### config.mk
export PLATFORM = sky130hd
export DESIGN_NAME = spi_reg_bridge_flat
export DESIGN_NICKNAME = d
export VERILOG_FILES = /design/src/rtl/spi_reg_bridge_if.sv /design/src/rtl/spi_reg_bridge.sv /design/src/flat_wrapper.sv
export SDC_FILE = /design/constraint.sdc
export NUM_CORES = 1
export LEC_CHECK = 0
export CAP_MARGIN = 25
export CORE_UTILIZATION = 45
export CTS_BUF_LIST = sky130_fd_sc_hd__clkbuf_8 sky130_fd_sc_hd__clkbuf_16
export DETAILED_ROUTE_END_ITERATION = 6
export PLACE_DENSITY = 0.74
export SYNTH_ARGS = -nofsm -noshare
export SYNTH_HDL_FRONTEND = slang
export SYNTH_SLANG_ARGS = --single-unit
export TNS_END_PERCENT = 100
### constraint.sdc
create_clock -name clk -period 1.5 [get_ports clk]
set_input_delay 0.3 -clock clk [delete_from_list [all_inputs] [get_ports clk]]
set_output_delay 0.3 -clock clk [all_outputs]
set_load 0.03 [all_outputs]
### src/rtl/spi_reg_bridge_if.sv
// Pin/bus bundle for spi_reg_bridge: off-chip SPI pins plus the register-file port.
// The bridge is the bus initiator and takes the master modport; the environment takes slave.
interface spi_reg_bridge_if;
  logic       sclk_i;
  logic       cs_n_i;
  logic       mosi_i;
  logic       miso_o;
  logic [7:0] addr_o;
  logic [7:0] wdata_o;
  logic       wr_en_o;
  logic [7:0] rd_data_i;
  logic       busy_o;
  logic       err_o;

  modport master (
    input  sclk_i, cs_n_i, mosi_i, rd_data_i,
    output miso_o, addr_o, wdata_o, wr_en_o, busy_o, err_o
  );

  modport slave (
    output sclk_i, cs_n_i, mosi_i, rd_data_i,
    input  miso_o, addr_o, wdata_o, wr_en_o, busy_o, err_o
  );
endinterface

### src/rtl/spi_reg_bridge.sv
// SPI mode-0 slave that turns 16-bit frames into register-file writes/reads.
// Define SPI_REG_BRIDGE_READBACK_EN to shift read data back out on miso_o.
module spi_reg_bridge #(
  parameter int SYNC_STAGES = 2,
  parameter int MAX_ADDR    = 8
) (
  input  logic              clk,
  input  logic              rst_n,
  spi_reg_bridge_if.master  bus
);

  localparam logic [7:0] MAX_ADDR_L = 8'(MAX_ADDR);

  typedef enum logic [2:0] {
    S_IDLE,
    S_CMD,
    S_DATA,
    S_COMMIT,
    S_WAIT_CS
  } state_t;

  state_t     r_state;
  state_t     w_state_next;

  // Each stage holds {sclk, cs_n, mosi}; cs_n resets high so no frame starts out of reset.
  logic [2:0] r_sync [SYNC_STAGES];
  logic       r_sclk_prev;
  logic       w_sclk_s;
  logic       w_cs_n_s;
  logic       w_mosi_s;
  logic       w_rise;
  logic       w_fall;

  logic [7:0] r_rx_shift;
  logic [3:0] r_bit_cnt;
  logic       r_cmd_w;
  logic [6:0] r_cmd_addr;
  logic [7:0] r_addr;
  logic [7:0] r_wdata;
  logic       r_wr_en;
  logic       r_err;
  logic       r_busy;
  logic       w_addr_ok;
  logic       w_cmd_done;
  logic       w_wr_en_next;
  logic       w_err_next;

  always_ff @(posedge clk or negedge rst_n) begin
    if (!rst_n) begin
      r_sync[0] <= 3'b010;
    end else begin
      r_sync[0] <= {bus.sclk_i, bus.cs_n_i, bus.mosi_i};
    end
  end

  generate
    for (genvar gi = 1; gi < SYNC_STAGES; gi++) begin : g_sync
      always_ff @(posedge clk or negedge rst_n) begin
        if (!rst_n) begin
          r_sync[gi] <= 3'b010;
        end else begin
          r_sync[gi] <= r_sync[gi-1];
        end
      end
    end
  endgenerate

  assign w_sclk_s  = r_sync[SYNC_STAGES-1][2];
  assign w_cs_n_s  = r_sync[SYNC_STAGES-1][1];
  assign w_mosi_s  = r_sync[SYNC_STAGES-1][0];
  assign w_rise    = w_sclk_s & ~r_sclk_prev;
  assign w_fall    = ~w_sclk_s & r_sclk_prev;
  assign w_addr_ok = ({1'b0, r_cmd_addr} < MAX_ADDR_L);

  always_comb begin
    w_state_next = r_state;
    w_cmd_done   = 1'b0;
    w_wr_en_next = 1'b0;
    w_err_next   = 1'b0;
    case (r_state)
      S_IDLE: begin
        if (!w_cs_n_s) w_state_next = S_CMD;
      end
      S_CMD: begin
        if (w_cs_n_s) begin
          w_state_next = S_IDLE;
        end else if (w_rise && r_bit_cnt == 4'd7) begin
          w_state_next = S_DATA;
          w_cmd_done   = 1'b1;
        end
      end
      S_DATA: begin
        if (w_cs_n_s) begin
          w_state_next = S_IDLE;
        end else if (w_rise && r_bit_cnt == 4'd7) begin
          w_state_next = S_COMMIT;
        end
      end
      S_COMMIT: begin
        w_state_next = S_WAIT_CS;
        if (!w_addr_ok) begin
          w_err_next = 1'b1;
        end else if (r_cmd_w) begin
          w_wr_en_next = 1'b1;
        end
      end
      S_WAIT_CS: begin
        if (w_cs_n_s) w_state_next = S_IDLE;
      end
      default: w_state_next = S_IDLE;
    endcase
  end

  always_ff @(posedge clk or negedge rst_n) begin
    if (!rst_n) begin
      r_state     <= S_IDLE;
      r_sclk_prev <= 1'b0;
      r_rx_shift  <= '0;
      r_bit_cnt   <= '0;
      r_cmd_w     <= 1'b0;
      r_cmd_addr  <= '0;
      r_addr      <= '0;
      r_wdata     <= '0;
      r_wr_en     <= 1'b0;
      r_err       <= 1'b0;
      r_busy      <= 1'b0;
    end else begin
      r_state     <= w_state_next;
      r_sclk_prev <= w_sclk_s;
      r_wr_en     <= w_wr_en_next;
      r_err       <= w_err_next;
      r_busy      <= (w_state_next != S_IDLE);

      // The bit counter wraps every byte; an abort clears it so the next frame starts at bit 15.
      if ((r_state == S_CMD || r_state == S_DATA) && !w_cs_n_s) begin
        if (w_rise) begin
          r_rx_shift <= {r_rx_shift[6:0], w_mosi_s};
          r_bit_cnt  <= (r_bit_cnt == 4'd7) ? 4'd0 : r_bit_cnt + 4'd1;
        end
      end else begin
        r_bit_cnt <= '0;
      end

      if (w_cmd_done) begin
        r_cmd_w    <= r_rx_shift[6];
        r_cmd_addr <= {r_rx_shift[5:0], w_mosi_s};
        r_addr     <= {1'b0, r_rx_shift[5:0], w_mosi_s};
      end

      if (w_wr_en_next) begin
        r_wdata <= r_rx_shift;
      end
    end
  end

  assign bus.addr_o  = r_addr;
  assign bus.wdata_o = r_wdata;
  assign bus.wr_en_o = r_wr_en;
  assign bus.err_o   = r_err;
  assign bus.busy_o  = r_busy;

`ifdef SPI_REG_BRIDGE_READBACK_EN
  logic       r_load_pend;
  logic [7:0] r_tx_shift;
  logic       r_miso;

  // rd_data_i is taken the clk after addr_o updates; the first data-phase fall is several clks later.
  always_ff @(posedge clk or negedge rst_n) begin
    if (!rst_n) begin
      r_load_pend <= 1'b0;
      r_tx_shift  <= '0;
      r_miso      <= 1'b0;
    end else begin
      r_load_pend <= w_cmd_done;
      if (r_state == S_IDLE || r_state == S_CMD) begin
        r_tx_shift <= '0;
        r_miso     <= 1'b0;
      end else if (r_load_pend) begin
        r_tx_shift <= w_addr_ok ? bus.rd_data_i : 8'h00;
      end else if (w_fall) begin
        r_miso     <= r_tx_shift[7];
        r_tx_shift <= {r_tx_shift[6:0], 1'b0};
      end
    end
  end

  assign bus.miso_o = r_miso;
`else
  logic w_unused_rd_data;
  assign w_unused_rd_data = ^bus.rd_data_i;
  assign bus.miso_o       = 1'b0;
`endif

endmodule

### src/flat_wrapper.sv
// flat-port wrapper written by rule: the top's interface ports become plain ports
module spi_reg_bridge_flat 
#(
  parameter int SYNC_STAGES = 2,
  parameter int MAX_ADDR    = 8
)
  (clk, rst_n, bus_sclk_i, bus_cs_n_i, bus_mosi_i, bus_rd_data_i, bus_miso_o, bus_addr_o, bus_wdata_o, bus_wr_en_o, bus_busy_o, bus_err_o);
  spi_reg_bridge_if bus_i ();
  input  logic clk;
  input  logic rst_n;
  input wire logic [$bits(bus_i.sclk_i)-1:0] bus_sclk_i;
  input wire logic [$bits(bus_i.cs_n_i)-1:0] bus_cs_n_i;
  input wire logic [$bits(bus_i.mosi_i)-1:0] bus_mosi_i;
  input wire logic [$bits(bus_i.rd_data_i)-1:0] bus_rd_data_i;
  output wire logic [$bits(bus_i.miso_o)-1:0] bus_miso_o;
  output wire logic [$bits(bus_i.addr_o)-1:0] bus_addr_o;
  output wire logic [$bits(bus_i.wdata_o)-1:0] bus_wdata_o;
  output wire logic [$bits(bus_i.wr_en_o)-1:0] bus_wr_en_o;
  output wire logic [$bits(bus_i.busy_o)-1:0] bus_busy_o;
  output wire logic [$bits(bus_i.err_o)-1:0] bus_err_o;
  assign bus_i.sclk_i = bus_sclk_i;
  assign bus_i.cs_n_i = bus_cs_n_i;
  assign bus_i.mosi_i = bus_mosi_i;
  assign bus_i.rd_data_i = bus_rd_data_i;
  assign bus_miso_o = bus_i.miso_o;
  assign bus_addr_o = bus_i.addr_o;
  assign bus_wdata_o = bus_i.wdata_o;
  assign bus_wr_en_o = bus_i.wr_en_o;
  assign bus_busy_o = bus_i.busy_o;
  assign bus_err_o = bus_i.err_o;
  spi_reg_bridge #(.SYNC_STAGES(SYNC_STAGES), .MAX_ADDR(MAX_ADDR)) u_core (.clk(clk), .rst_n(rst_n), .bus(bus_i));
endmodule
==> results.ini <==
[outcome]
outcome = finished, final reports clean

[final_layout]
drive_gt1_frac = 0.386
multi_input_area_um2 = 621
seqCellArea_um2 = 1030
finish.utilization = 0.608
final_cell_mix = 39 x dfrtp_1, 22 x mux2_2, 17 x dlygate4sd2_1
diodes = 0
layout.nets = 158
n_fill_cell = 288
area_growth_pct = 25.9
final_common_cell = dfrtp_1

[pwr]
ir_drop_mv = 0.968
total_power_mw = 2.06
power_density_nw_per_um2 = 990
static-leakage-power_nw = 1.06

[setup_path]
endpoint_kind = flip-flop
crit_arrival_ps = 1650
path_class = reg2reg
worstPathRequired_ps = 1690
crit_fanout = 4
critPathLaunchType = flip-flop
worst_r2r_path_depth = 4

[clock_tree]
cts.sinks = 41
cts_tree = built
clk_pin_slew_ps = 70
clock_latency_ps = 290
clockBufferDepth = 2
htreeDepth = 2
cts-root-buf = clkbuf_8
cts_made_buffers = 5

[logic_synthesis]
avgSynthCellArea_um2 = 15.3
synth_edf_count = 0
synth-seq-cells = 41
async_flop_share = 1.00
yosysUniqueCellTypes = 34
seq_area_frac_synth = 0.623
syn_inst = 108
syn-cell-area_um2 = 1650
ys.flop_type = dfrtp_1
yosysWarnings = 0

[timing]
holdWs_ps = 352
finalCritPeriodShare = 0.972
setup_tns_ps = 0
fmax_mhz = 686
fin_worst_skew_ps = 5.02
min_period_ps = 1460
hold_viol = 0
setup-violations-final = 0
layout_setup_ws_ps = 41.3
slew_viol_final = 0

[die]
start_util = 0.483
core_um2 = 3420
dieWidth_um = 62.6
pin_count = 33
row_count = 21
die-height_um = 62.6
die-area_um2 = 3910

[detailed_routing]
num_vias = 961
drc = 0
first_pass_iters = 4
wl_per_cell_um = 14.0
ant_nets = 0
avgViaCountPerCell = 5.03
wirelength_um = 2670
drtIter0Drc = 12

[grt]
grt_pass1_vias = 1017
gr-total-overflow = 0
grt_pass1_wl_um = 4760
grt_usage = 0.161
grt_max_degree = 25
antenna_found_initial = 0

[place]
dpl.hpwl_um = 1910
port_buffers = 22
place.gp.congestion = 0.727
pre_cts_ws_ps = -50.6

[hold_path]
hp-class = reg2reg
hold_depth = 0

[job]
max_cap_viol_count = 0

==> per-layer routing <==
| metal | track usage | part of all wire | vias to the layer above |
|---|---|---|---|
| met5 | 0 | 0 | - |
| met4 | 0.0785 | 0.018 | 0 |
| met3 | 0.0456 | 0.035 | 7 |
| met2 | 0.268 | 0.54 | 23 |
| met1 | 0.192 | 0.40 | 485 |
| li1 | - | - | 446 |
==> worst paths after layout <==
path	startpoint	end	slack (ps)
min reg2reg	u_core.r_sync[5]$_DFF_PN0_	u_core.r_sync[2]$_DFF_PN0_	350
max in group asynchronous	rst_n	u_core.r_sync[1]$_DFF_PN1_	480
min	u_core.r_sync[5]$_DFF_PN0_	u_core.r_sync[2]$_DFF_PN0_	350
max reg2reg	u_core.r_bit_cnt[0]$_DFFE_PN0P_	u_core.r_state[0]$_DFF_PN0_	40
max	u_core.r_bit_cnt[0]$_DFFE_PN0P_	u_core.r_state[0]$_DFF_PN0_	40
min in group asynchronous	rst_n	u_core.r_bit_cnt[0]$_DFFE_PN0P_	480
==> flip-flops by register name, indices dropped and copies added (netlist names) <==
signal	count
u_core.bus.wdata_o	8
u_core.r_rx_shift	8
u_core.bus.addr_o	7
u_core.r_sync	6
u_core.r_bit_cnt	4
u_core.r_state	3
u_core.bus.busy_o	1
u_core.bus.err_o	1
u_core.bus.wr_en_o	1
u_core.r_cmd_w	1
u_core.r_sclk_prev	1
==> stage by stage <==
| stage | instances | cell area, µm² |
|---|---|---|
| 2_1_floorplan | 109 | 1650 |
| 3_3_place_gp | 180 | 1970 |
| 3_5_place_dp | 180 | 1970 |
| 5_1_grt | 191 | 2080 |
| 4_1_cts | 191 | 2060 |
| 6_report | 191 | 2080 |
==> cell usage after synthesis (2+ instances only) <==
| cell | instances | share of area |
|---|---|---|
| dfrtp_1 | 39 | 0.59 |
| mux2_2 | 22 | 0.15 |
| nand2_1 | 6 | 0.014 |
| a21oi_1 | 4 | 0.012 |
| nor2_1 | 3 | 0.0068 |
| buf_4 | 2 | 0.0091 |
| dfstp_2 | 2 | 0.032 |
| nand3_4 | 2 | 0.021 |
| nand3b_1 | 2 | 0.0091 |
| o21ai_0 | 2 | 0.0061 |
==> worst max-delay path: stages, from the launching register on <==
cell and delay [ps]:
dfrtp_1 380, ha_2 190, and3b_2 240, and3_2 240, a2111oi_4 310
==> cells by family (layout without fill, tap and decap cells) <==
logic type      count (synthesis)  after routing  share of synthesized area
other cells                     1              2                    0.00227
simple gates                   27             27                      0.139
mux                            24             24                      0.166
flops                          41             41                      0.623
xor+xnor                        2              2                     0.0152
buf+inv                         4             40                     0.0152
fa+ha+maj                       1              1                    0.00758
compound gates                  8              8                     0.0318
==> final cells by class <==
| type | count | area share |
|---|---|---|
| Clock inverter | 3 | 0.00843 |
| Clock buffer | 5 | 0.0331 |
| Timing Repair Buffer | 32 | 0.137 |
| Multi-Input combinational cell | 64 | 0.299 |
| Tap cell | 46 | 0.0277 |
| Sequential cell | 41 | 0.495 |
==> report_power, final <==
group	internal, mW	total, mW	leakage, nW	switching (mW)
clock network	0.321	0.688	0.0439	0.368
registers	1.17	1.23	0.543	0.0631
logic	0.0719	0.133	0.471	0.0607
==> timing repair <==
item	4_1_cts	5_1_grt
gates resized for setup	20	3
hold buffers	1	0
endpoints found under the hold margin	16	0
cloned	0	0
buffers inserted	2	0
pin swaps	2	0
endpoints found under the setup margin	27	3
Note: power is estimated with default switching activity, not from simulation.
==> RTL edit 1: new RTL, same settings <==
One comparison of `r_bit_cnt` changes from == to >=.
--- a/src/rtl/spi_reg_bridge.sv
+++ b/src/rtl/spi_reg_bridge.sv
@@ -94,3 +94,3 @@
           w_state_next = S_IDLE;
-        end else if (w_rise && r_bit_cnt == 4'd7) begin
+        end else if (w_rise && r_bit_cnt >= 4'd7) begin
           w_state_next = S_COMMIT;
Function: same outputs for any inputs over 10 cycles, from zero or initial values and one cycle with rst_n low; that may be too few to reach the edited logic, so the function may still have changed.
==> RTL edit 1 against the unedited design <==
Wire length up 16%; final area up 7.9%; worst hold slack better by 0.00073 ns; global-route usage up 2.2 points; worst setup slack worse by 0.26 ns; utilization up 4.8 points; critical endpoint is now u_core.bus.wdata_o[7]$_DFFE_PN0P_; combinational power up 5%; area after synthesis down 0.76%; total power up 1.3%; largest power group unchanged; clock power up 3.1%; critical path depth unchanged; final cell count up 9.9%; the run now ends with setup timing left; sequential cell count unchanged.
==> RTL edit 1: results (changes against the unedited design) <==
Worst setup path:
- The worst reg2reg path startpoint is u_core.bus.addr_o[3]$_DFFE_PN0P_.
- The peak per-stage delay on the critical path is 0.43 ns (+0.05 ns).
- The maximum fanout encountered on the critical timing path is 6 (+2).
- The endpoint of the most critical register-to-register path is u_core.bus.wdata_o[7]$_DFFE_PN0P_.
- The arrival time of data at the critical path endpoint was 1.90 ns (+0.25 ns).
- On the critical path, the stage with the largest delay is an instance of sky130_fd_sc_hd__or3b_4.
- Among cell families on the critical path, the largest total delay comes from simple AND/OR/NAND/NOR gates.
- The register-to-register path setup slack is -0.22 ns (-0.26 ns).

Synthesis:
- The number of warnings printed during yosys synthesis is 0 (unchanged).
- Ranked by instance count, the synthesized netlist is headed by 39 x sky130_fd_sc_hd__dfrtp_1, 16 x sky130_fd_sc_hd__mux2_2, 8 x sky130_fd_sc_hd__mux2_4.
- The count of unique library cells instantiated by Yosys is 32 (-5.9%).
- Ranked by total cell area, the synthesized netlist is headed by sky130_fd_sc_hd__dfrtp_1 60%, sky130_fd_sc_hd__mux2_2 11%, sky130_fd_sc_hd__mux2_4 7.3%.
- The number of standard cells after synthesis is 111 (+2.8%).
- The post-synthesis async set-or-reset flop share is 100% (unchanged).
- The share of synthesized area occupied by flip-flops and latches was 62.8% (+0.48 points).

GRT:
- The number of global-route vias before repair is 1130 (+11%).
- The overall global routing resource usage is 18.4% (+2.2 points).
- The pin count of the biggest net entering global routing came to 25 (unchanged).
- The first-pass GRT wire length is 5330 um (+12%).

Run status:
- The final reports fail on setup timing.
- The run finished, with violations left.

Timing:
- The final setup violation count came to 8 (+8).
- The final worst setup slack came to -0.221 ns (-0.262 ns).
- The final-layout worst hold slack came to 0.353 ns (+0.000734 ns).
- The worst setup skew after layout is 0.00680 ns (+0.00178 ns).

Route:
- The detailed-router iteration count before antenna repair is 4 (unchanged).
- The DRC violation total after the first TritonRoute iteration is 83 (+71).
- The wire length after detailed routing was 3110 um (+16%).
- The via-per-instance ratio is 4.99 (-0.91%).

Placement:
- The number of cells in the design after placement is 195 (+8.3%).
- The worst setup timing slack at the placement stage was -0.202 ns (-0.151 ns).
- The half-perimeter wire length of the detailed placement result was 2030 um (+6.0%).
- The global placer's final weighted congestion is 0.812 (+12%).

Power:
- The internal power consumption was 1.61 mW (+2.7%).
- The static power due to leakage is 1.21 nW (+14%).
- The highest ir drop seen on vdd is 0.794 mV (-18%).

Cells and area:
- The number of standard cells in the layout, taps in and fillers out is 210 (+9.9%).
- The final-layout fill cell count is 269 (-6.6%).
- The layout cell share with drive strength beyond 1 is 46.3% (+7.7 points).
- The post-layout net count is 178 (+13%).
## RTL edit 1: power groups by stage
stage	registers, mW	clock network [mW]	logic [mW]
2_1_floorplan	1.24	0	0.0777
3_3_place_gp	1.25	0	0.129
3_5_place_dp	1.25	0	0.137
4_1_cts	1.23	0.730	0.138
5_1_grt	1.24	0.782	0.155
6_report	1.23	0.709	0.140
## RTL edit 1: per-stage QoR
stage	util [%]	TNS [ns]	cell area, um^2
global route	65.6	-2.44	2240
CTS	65.0	-1.43	2220
floorplan	-	-1.60	1640
detailed placement	59.7	-1.62	2040
finish	65.6	-1.75	2240
global placement	59.7	-1.52	2040
## RTL edit 1: cell families after synthesis
logic type,share of synthesized area [%]
DFF,62.8
other,0.229
adders and majority gates,0.764
xor gates and xnor gates,1.07
and+or+nand+nor,10.3
buffers and inverters,2.60
muxes,18.3
AOI/OAI and AO/OA,3.90
## RTL edit 1: worst max-delay path by stage
| stage | from | end | slack (ns) | cells after the start |
|---|---|---|---|---|
| 3_5_place_dp | u_core.bus.addr_o[6]$_DFFE_PN0P_ | u_core.bus.wdata_o[4]$_DFFE_PN0P_ | -0.20 | 4 |
| 5_1_grt | u_core.bus.addr_o[3]$_DFFE_PN0P_ | u_core.bus.wdata_o[2]$_DFFE_PN0P_ | -0.28 | 4 |
| 4_1_cts | u_core.bus.addr_o[3]$_DFFE_PN0P_ | u_core.bus.wdata_o[3]$_DFFE_PN0P_ | -0.17 | 4 |
| 6_report | u_core.bus.addr_o[3]$_DFFE_PN0P_ | u_core.bus.wdata_o[7]$_DFFE_PN0P_ | -0.22 | 4 |
| 3_3_place_gp | u_core.bus.addr_o[6]$_DFFE_PN0P_ | u_core.bus.wdata_o[4]$_DFFE_PN0P_ | -0.20 | 4 |
| 2_1_floorplan | u_core.bus.addr_o[6]$_DFFE_PN0P_ | u_core.bus.wdata_o[0]$_DFFE_PN0P_ | -0.20 | 4 |
## RTL edit 1: per-layer routing
metal	vias up	share of wire [%]	GRT usage, %
li1	487	-	-
met1	523	43	22.2
met2	29	49	29.5
met3	8	4.9	6.07
met4	0	2.4	9.01
met5	-	0	0
## RTL edit 1: layout make-up
cell class | count | share of cell area (%)
Clock buffer | 6 | 3.69
Inverter | 3 | 0.503
Clock inverter | 1 | 0.168
Sequential cell | 41 | 46.1
Tap cell | 46 | 2.57
Timing Repair Buffer | 49 | 19.0
Multi-Input combinational cell | 64 | 28.0
## RTL edit 1: timing repair
item | in CTS | in global routing
pin swaps | 2 | 1
gates resized for setup | 32 | 21
endpoints found under the setup margin | 34 | 30
setup buffers | 8 | 3
hold endpoints to repair | 15 | 0
hold buffers | 1 | 0
==> RTL edit 2: new RTL, same flow settings <==
Made on the original files. `SYNC_STAGES` is set to 2 in 2 places; all go to 1.
--- a/src/rtl/spi_reg_bridge.sv
+++ b/src/rtl/spi_reg_bridge.sv
@@ -3,3 +3,3 @@
 module spi_reg_bridge #(
-  parameter int SYNC_STAGES = 2,
+  parameter int SYNC_STAGES = 1,
   parameter int MAX_ADDR    = 8
--- a/src/flat_wrapper.sv
+++ b/src/flat_wrapper.sv
@@ -3,3 +3,3 @@
 #(
-  parameter int SYNC_STAGES = 2,
+  parameter int SYNC_STAGES = 1,
   parameter int MAX_ADDR    = 8
Function: changed (a bounded check fails within 4 cycles, from zero or initial values and one cycle with rst_n low).
==> RTL edit 2 against the unedited design <==
Sequential cell count decreased by 3; count of clock-buffer cells in the layout unchanged; critical path depth increased by 1; area after synthesis decreased by 10%; largest cell class unchanged; combinational power decreased by 5%; final cell count unchanged; wire length increased by 9.6%; maximum frequency decreased by 1.2%; final area decreased by 1.7%; clock skew decreased by 0.0027 ns; total power increased by 2.4%; largest power group unchanged; sequential share of layout area decreased by 2.9 points; worst setup slack got worse by 0.018 ns.
==> RTL edit 2: results (changes against the unedited design) <==
Run status:
- The flow ran to the end, and the final reports show no timing, DRC or antenna violations.

Cells and area:
- The final-layout fill cell count is 262 (-9.0%).
- The layout cell share with drive strength beyond 1 was 42.9% (+4.2 points).

Route:
- The wire length on met2 is 1550 um (+7.0%).
- The sum of met3 wire segment lengths after detailed routing was 131 um (+39%).
- The routed wire length per instance is 15.3 um (+9.6%).
- The wire length on met1 was 1210 um (+12%).
- The via-per-instance ratio is 5.04 (+0.21%).

Timing:
- The final cycle utilization of the critical path is 98.5% (+1.2 points).
- The worst setup skew after layout was 0.00234 ns (-0.00268 ns).

Clocking:
- The TritonCTS buffer count is 5 (unchanged).
- The count of instances resized after the clock tree is built is 24 (+20%).

Synthesis:
- The compound-gate portion of the synthesized area was 3.12% (-0.065 points).
- The parity-gate share of the synthesized area counting xor and xnor cells is 1.18% (-0.34 points).
- The mux share of post-synthesis cell area is 18.2% (+1.6 points).
- The adder-cell share of the synthesized area was 0.843% (+0.085 points).
- After synthesis, the cell types taking the most area are sky130_fd_sc_hd__dfrtp_1 62%, sky130_fd_sc_hd__mux2_2 18%, sky130_fd_sc_hd__nand3_2 2.0%.
- The share of synthesized area occupied by flip-flops and latches was 64.2% (+1.8 points).
- Counting instances in the post-synthesis netlist gives the leading cell types as 37 x sky130_fd_sc_hd__dfrtp_1, 24 x sky130_fd_sc_hd__mux2_2, 6 x sky130_fd_sc_hd__nand2_1.
- The number of standard cells after synthesis is 104 (-3.7%).
- The count of unique library cells instantiated by Yosys is 28 (-18%).

Power:
- The internal power consumption was 1.64 mW (+4.6%).
- The clock network fraction of total power came to 40.1% (+6.6 points).
- The static power due to leakage is 1.06 nW (+0.39%).
- The sequential power is 1.14 mW (-7%).
- The switching power of the nets was 470 uW (-4.5%).

Worst setup path:
- In this run the critical register-to-register path is captured at u_core.bus.wdata_o[7]$_DFFE_PN0P_.
- The start-to-end type of the worst setup path is flop to flop.
- The worst reg2reg path startpoint is u_core.r_state[1]$_DFF_PN0_.
- Tracing the worst setup path back leads to its startpoint at u_core.r_state[1]$_DFF_PN0_.

GRT:
- The overall global routing resource usage is 19.3% (+3.2 points).
- The pin count of the biggest net entering global routing is 39 (+56%).
- The met3 track utilization from global routing was 8.30% (+3.7 points).
- The routing usage on met2 is 33.2% (+6.5 points).
- The global-route met1 utilization is 21.3% (+2.1 points).
- The number of global-route vias before repair came to 1062 (+4.4%).

Placement:
- The half-perimeter wire length of the detailed placement result is 1950 um (+2.0%).
- The global placer's final weighted congestion came to 0.715 (-1.6%).
- The worst setup timing slack at the placement stage came to -0.0971 ns (-0.0465 ns).
- The post-detailed-placement cell area is 0.00183 mm^2 (-7.1%).

Min path:
- The type of the most critical hold path is primary input to async pin.
-- RTL edit 2: cells by family after synthesis --
kind of cell               after synthesis
DFF                                     38
and+or+nand+nor                         26
muxes                                   24
AOI/OAI and AO/OA                        8
buffers and inverters                    4
xor gates and xnor gates                 2
adders and majority gates                1
other                                    1
-- RTL edit 2: critical path: stages, from the launching register on --
cell and delay (ns):
sky130_fd_sc_hd__dfrtp_1 0.41, sky130_fd_sc_hd__buf_6 0.15, sky130_fd_sc_hd__and3b_2 0.24, sky130_fd_sc_hd__nand3_4 0.10, sky130_fd_sc_hd__clkbuf_16 0.14, sky130_fd_sc_hd__mux2_2 0.32
-- RTL edit 2: layout make-up --
cell class / count / area (um^2) / share of cell area, %
clock inverters: 3 / 41.3 / 2.02
inverters: 1 / 3.75 / 0.184
multi-input cells: 63 / 582 / 28.5
repair buffers: 37 / 338 / 16.6
clock buffers: 5 / 68.8 / 3.37
well taps: 44 / 55.1 / 2.70
flip-flops and latches: 38 / 952 / 46.7
